--- src/rtl/uart_rx_periph.sv ---
// 6502-bus-mapped 8N1 UART receiver with a small receive FIFO.
// Optional macro UART_RX_IRQ_EN enables the registered interrupt output and CTRL bit1.
module uart_rx_periph #(
    parameter int          FIFO_DEPTH  = 8,
    parameter logic [15:0] DEFAULT_DIV = 16'd103
) (
    input  logic       i_clk,
    input  logic       i_reset_n,
    input  logic       i_phi2,
    input  logic [3:0] i_addr,
    input  logic [7:0] i_data,
    input  logic       i_rw,
    input  logic       i_en,
    output logic [7:0] o_data,
    input  logic       i_rx,
    output logic       o_irq
);
    localparam int PW = (FIFO_DEPTH > 1) ? $clog2(FIFO_DEPTH) : 1;
    localparam int CW = $clog2(FIFO_DEPTH) + 1;

    typedef enum logic [1:0] {S_IDLE, S_START, S_DATA, S_STOP} state_t;

    // Bus commit happens on the i_clk cycle that sees phi2 fall
    logic phi2_q;
    logic commit, rd_commit, wr_commit;

    assign commit    = phi2_q & ~i_phi2 & i_en;
    assign rd_commit = commit & i_rw;
    assign wr_commit = commit & ~i_rw;

    logic [15:0] div_q;
    logic        rx_en_q;
    logic        ctrl_irq_en;

    logic rx_meta_q, rx_s_q, rx_prev_q;

    state_t      state_q;
    logic [15:0] cnt_q;
    logic [15:0] wdiv_q;
    logic [2:0]  bit_idx_q;
    logic [7:0]  shreg_q;

    logic [7:0]    mem_q [FIFO_DEPTH];
    logic [PW-1:0] wr_ptr_q, rd_ptr_q;
    logic [CW-1:0] count_q;
    logic          ovr_q, ferr_q;

    logic [15:0] div_eff;
    logic        push, ferr_set, pop, full, avail, wr_ok, ovr_set, sts_wr;

    assign div_eff  = (div_q < 16'd3) ? 16'd3 : div_q;
    assign push     = (state_q == S_STOP) && (cnt_q == 16'd0) && rx_en_q && rx_s_q;
    assign ferr_set = (state_q == S_STOP) && (cnt_q == 16'd0) && rx_en_q && !rx_s_q;
    assign avail    = (count_q != '0);
    assign full     = (count_q == CW'(FIFO_DEPTH));
    assign pop      = rd_commit && (i_addr == 4'd0) && avail;
    // A simultaneous pop frees the slot, so a push into a full FIFO still lands
    assign wr_ok    = push && (!full || pop);
    assign ovr_set  = push && full && !pop;
    assign sts_wr   = wr_commit && (i_addr == 4'd1);

    always_ff @(posedge i_clk or negedge i_reset_n) begin
        if (!i_reset_n) begin
            phi2_q    <= 1'b0;
            rx_meta_q <= 1'b1;
            rx_s_q    <= 1'b1;
            rx_prev_q <= 1'b1;
        end else begin
            phi2_q    <= i_phi2;
            rx_meta_q <= i_rx;
            rx_s_q    <= rx_meta_q;
            rx_prev_q <= rx_s_q;
        end
    end

    always_ff @(posedge i_clk or negedge i_reset_n) begin
        if (!i_reset_n) begin
            div_q   <= DEFAULT_DIV;
            rx_en_q <= 1'b0;
        end else if (wr_commit) begin
            case (i_addr)
                4'd2:    div_q[7:0]  <= i_data;
                4'd3:    div_q[15:8] <= i_data;
                4'd4:    rx_en_q     <= i_data[0];
                default: ;
            endcase
        end
    end

    always_ff @(posedge i_clk or negedge i_reset_n) begin
        if (!i_reset_n) begin
            state_q   <= S_IDLE;
            cnt_q     <= 16'd0;
            wdiv_q    <= 16'd3;
            bit_idx_q <= 3'd0;
            shreg_q   <= 8'd0;
        end else if (state_q != S_IDLE && !rx_en_q) begin
            state_q <= S_IDLE;
        end else begin
            case (state_q)
                S_IDLE: begin
                    if (rx_en_q && rx_prev_q && !rx_s_q) begin
                        wdiv_q  <= div_eff;
                        cnt_q   <= div_eff >> 1;
                        state_q <= S_START;
                    end
                end
                S_START: begin
                    if (cnt_q != 16'd0) begin
                        cnt_q <= cnt_q - 16'd1;
                    end else if (!rx_s_q) begin
                        cnt_q     <= wdiv_q;
                        bit_idx_q <= 3'd0;
                        state_q   <= S_DATA;
                    end else begin
                        state_q <= S_IDLE;
                    end
                end
                S_DATA: begin
                    if (cnt_q != 16'd0) begin
                        cnt_q <= cnt_q - 16'd1;
                    end else begin
                        shreg_q   <= {rx_s_q, shreg_q[7:1]};
                        cnt_q     <= wdiv_q;
                        bit_idx_q <= bit_idx_q + 3'd1;
                        if (bit_idx_q == 3'd7) state_q <= S_STOP;
                    end
                end
                S_STOP: begin
                    if (cnt_q != 16'd0) cnt_q   <= cnt_q - 16'd1;
                    else                state_q <= S_IDLE;
                end
                default: state_q <= S_IDLE;
            endcase
        end
    end

    always_ff @(posedge i_clk) begin
        if (wr_ok) mem_q[wr_ptr_q] <= shreg_q;
    end

    always_ff @(posedge i_clk or negedge i_reset_n) begin
        if (!i_reset_n) begin
            wr_ptr_q <= '0;
            rd_ptr_q <= '0;
            count_q  <= '0;
            ovr_q    <= 1'b0;
            ferr_q   <= 1'b0;
        end else begin
            if (wr_ok) wr_ptr_q <= wr_ptr_q + 1'b1;
            if (pop)   rd_ptr_q <= rd_ptr_q + 1'b1;
            case ({wr_ok, pop})
                2'b10:   count_q <= count_q + 1'b1;
                2'b01:   count_q <= count_q - 1'b1;
                default: ;
            endcase
            // Set beats a same-cycle write-1-clear
            ovr_q  <= ovr_set  | (ovr_q  & ~(sts_wr & i_data[2]));
            ferr_q <= ferr_set | (ferr_q & ~(sts_wr & i_data[3]));
        end
    end

`ifdef UART_RX_IRQ_EN
    logic irq_en_q, irq_q;

    always_ff @(posedge i_clk or negedge i_reset_n) begin
        if (!i_reset_n) begin
            irq_en_q <= 1'b0;
            irq_q    <= 1'b0;
        end else begin
            if (wr_commit && i_addr == 4'd4) irq_en_q <= i_data[1];
            irq_q <= irq_en_q & (avail | ovr_q | ferr_q);
        end
    end

    assign ctrl_irq_en = irq_en_q;
    assign o_irq       = irq_q;
`else
    assign ctrl_irq_en = 1'b0;
    assign o_irq       = 1'b0;
`endif

    always_comb begin
        o_data = 8'h00;
        if (i_en && i_rw) begin
            case (i_addr)
                4'd0:    o_data = avail ? mem_q[rd_ptr_q] : 8'h00;
                4'd1:    o_data = {o_irq, 3'b000, ferr_q, ovr_q, full, avail};
                4'd2:    o_data = div_q[7:0];
                4'd3:    o_data = div_q[15:8];
                4'd4:    o_data = {6'b0, ctrl_irq_en, rx_en_q};
                default: o_data = 8'h00;
            endcase
        end
    end
endmodule

--- config.mk ---
export PLATFORM = sky130hd
export DESIGN_NAME = uart_rx_periph
export DESIGN_NICKNAME = d
export VERILOG_FILES = /design/src/rtl/uart_rx_periph.sv
export SDC_FILE = /design/constraint.sdc
export NUM_CORES = 1
export LEC_CHECK = 0
export CAP_MARGIN = 10
export CELL_PAD_IN_SITES_DETAIL_PLACEMENT = 1
export CELL_PAD_IN_SITES_GLOBAL_PLACEMENT = 1
export CORE_MARGIN = 10
export CORE_UTILIZATION = 32
export CTS_CLUSTER_SIZE = 28
export DETAILED_ROUTE_END_ITERATION = 6
export GPL_TIMING_DRIVEN = 0
export MAX_ROUTING_LAYER = met4
export PLACE_DENSITY = 0.64
export REMOVE_ABC_BUFFERS = 1
export SKIP_LAST_GASP = 1
export SYNTH_ARGS = -nofsm -noshare
export SYNTH_HDL_FRONTEND = slang
export SYNTH_SLANG_ARGS = --single-unit
--- constraint.sdc ---
create_clock -name i_clk -period 3 [get_ports i_clk]
set_input_delay 0.45 -clock i_clk [delete_from_list [all_inputs] [get_ports i_clk]]
set_output_delay 0.45 -clock i_clk [all_outputs]
set_load 0.02 [all_outputs]
==> flow_summary.ini <==
[place]
gp_congestion = 0.763
dp_hpwl_mm = 11.9
port_buffers = 25
post-place-cells = 826

[pwr]
power.density_nw_per_um2 = 786
finalPower_mw = 6.41
vdd_drop_max_mv = 0.475
p_leak_nw = 3.10

[route]
drtPass1Iterations = 4
totalWireLength_mm = 18.3
drc_errors = 0
antenna_left = 0
viasPerCell = 5.24
num_vias = 4576
first_iter_violations = 236
routedWlPerCell_um = 21.0

[sta]
slew_viol_final = 0
setup_viol = 0
skew_ns = 0.0145
slew_headroom_pct = 28.8
fin_crit_sh_pct = 95.9
max_clock_freq_ghz = 0.347
finalCriticalPeriod_ns = 2.88
worstMarginPinSlew_ns = 1.06
rsz0062_at_grt = yes
hold_viol_final = 0

[clocking]
clkSinkCount = 142
htreeDepth = 4
cts_hold_repair.buffers = 0
numCtsBuffers = 17
cts-root-buf = clkbuf_16
cts.reportedPaths.clkPinSlew_ns = 0.07
clockBufferDepth = 2
cts_tree = done
clk_latency_ns = 0.43

[synth]
syn_area_um2 = 6850
synth_flop_cell = dfrtp_1
synth_cell_type_count = 66
synth-edff-count = 64
yosys_register_bits = 142
ys_seq_area_share_pct = 56.7
netlist.area_leader.share_pct = 28.1
async_reset_ff_share_pct = 54.9
synth_cells = 549
avgSynthCellArea_um2 = 12.5
yosys_warnings = 0
ys_top_cells_by_area = edfxtp_1, dfrtp_1, mux2_2, mux4_2, dfstp_2
yosysTopAreaCell = edfxtp_1

[worst_setup_path]
endpoint_kind = flip-flop
crit_arrival_ns = 2.93
crit_type = reg2reg
startpoint_type = flip-flop
worstPathRequired_ns = 3.05
cp_max_fo = 8

[die]
core-area_um2 = 21000
die_y_um = 166
core.rowCount = 53
start_util_pct = 32.6
die-area_um2 = 27700
io_pins = 27
die_w_um = 166

[global_routing]
antenna_found_initial = 0
grt_pass1_vias = 5037
track_usage_pct = 13.8
grt.overflow.total = 0
grt_pass1_wl_mm = 29.5
grt_max_degree = 41

[cells_and_area]
fillCellCount = 2224
instances_no_fill = 873
nNetsFinal = 614
area_growth_pct = 19.1
antennaDiodeCount = 0
layout-drive-gt1-share_pct = 25.8

[min_path]
hold_class = in2async

[outcome]
outcome = complete, no violations

[flow_run]
cap_violations = 0
-- where the power goes --
group	internal (mW)	switching, mW
Combinational	0.798	1.17
Sequential	2.20	0.270
Clock	1.09	0.873
Total	4.09	2.32
-- worst paths after layout --
kind,from,endpoint,slack [ns],depth (start not counted)
max,cnt_q[0],mem_q[3][6],0.12,8
min,i_reset_n,wdiv_q[15],0.004,1
max reg2reg,cnt_q[0],mem_q[3][6],0.12,8
min reg2reg,rx_meta_q,rx_s_q,0.36,0
max in group asynchronous,i_reset_n,div_q[1],2.30,2
min in group i_clk,rx_meta_q,rx_s_q,0.36,0
-- cells by family after synthesis --
family / Yosys count / synth area share [%]
xor gates and xnor gates: 20 / 2.56
AOI/OAI and AO/OA: 101 / 9.81
buffers and inverters: 42 / 2.63
adders and majority gates: 11 / 2.01
muxes: 67 / 13.5
and+or+nand+nor: 165 / 12.7
DFF: 142 / 56.7
other: 1 / 0.0548
-- Yosys cell counts (13+ instances only) --
library cell,n
dfrtp_1,68
edfxtp_1,64
nand2_1,52
nor2_1,48
mux2_2,37
o21ai_0,33
a21oi_1,18
clkbuf_1,17
mux4_2,16
inv_1,14
o31ai_1,14
mux2i_1,13
-- sequential cells by signal, indices dropped and copies added, names as in the netlist --
register and cells:
count_q 4, div_q 16, state_q 2, cnt_q 16, phi2_q 1, rx_s_q 1
rx_meta_q 1, wdiv_q 16, ferr_q 1, shreg_q 8, rx_prev_q 1, rx_en_q 1
ovr_q 1, mem_q 64, bit_idx_q 3, wr_ptr_q 3, rd_ptr_q 3
-- per-layer routing --
metal  track usage, %  part of all wire, %  up-vias
met5                -                    0        -
met3             2.56                  2.8       22
met4             3.55                  1.1        0
li1                 -                    -     2104
met2             23.3                   52       55
met1             16.6                   44     2395
-- per-stage QoR --
step                setup TNS [ns]  hold slack (ns)  utilization, %  cell area (um2)  setup WS, ns
floorplan                   -12.72            0.154               -             6730        -0.416
global placement           -253.04            0.351            34.8             7320         -1.93
detailed placement         -125.94            0.351            35.1             7370         -1.48
CTS                              0           0.0242            38.6             8120        0.0186
global route                -0.102           0.0360            38.8             8150       -0.0149
finish                           0          0.00367            38.8             8150         0.122
-- timing repair --
item                                    CTS  global route
setup buffers                            11             3
pin swaps                                 5             1
resized for setup                        32             4
endpoints found under the setup margin  125            87
gates cloned                              1             0
-- cell usage in the layout, fill, tap and decap left out, types with 4 or more instances in the layout --
| master | count |
|---|---|
| nand3_1 | 11 |
| dfstp_2 | 10 |
| mux2i_1 | 13 |
| xor2_1 | 10 |
| nand2_1 | 52 |
| clkdlybuf4s50_1 | 15 |
| nand4_1 | 4 |
| inv_6 | 6 |
| nor2_2 | 4 |
| dfrtp_1 | 66 |
| mux4_2 | 16 |
| a21oi_1 | 18 |
| a211oi_1 | 4 |
| inv_1 | 14 |
| o21ai_0 | 33 |
| nor2_1 | 41 |
| ha_1 | 10 |
| o31ai_1 | 14 |
| nor2_4 | 4 |
| o211ai_1 | 5 |
| nor3_1 | 11 |
| xnor2_1 | 10 |
| nand2b_1 | 4 |
| dlygate4sd2_1 | 8 |
| edfxtp_1 | 64 |
| o22a_2 | 4 |
| clkbuf_16 | 17 |
| buf_4 | 13 |
| mux2_2 | 37 |
-- layout make-up --
class	instances	area (um2)	share of cell area (%)
tap	275	344	4.22
inverter	15	56.3	0.691
multi-input combinational	366	2890	35.5
clock buffer	19	443	5.43
timing repair buffer	43	423	5.19
clock inverter	13	103	1.26
sequential	142	3890	47.7
-- worst max-delay path, stage by stage (launching register included) --
cell and delay (ns):
dfrtp_1 0.43, inv_1 0.12, ha_1 0.19, nor3b_4 0.31, nand4_4 0.19, nor2_1 0.18
o211ai_2 0.23, nand2b_1 0.34, nor2_2 0.52
Power figures use the tool's default switching activity.
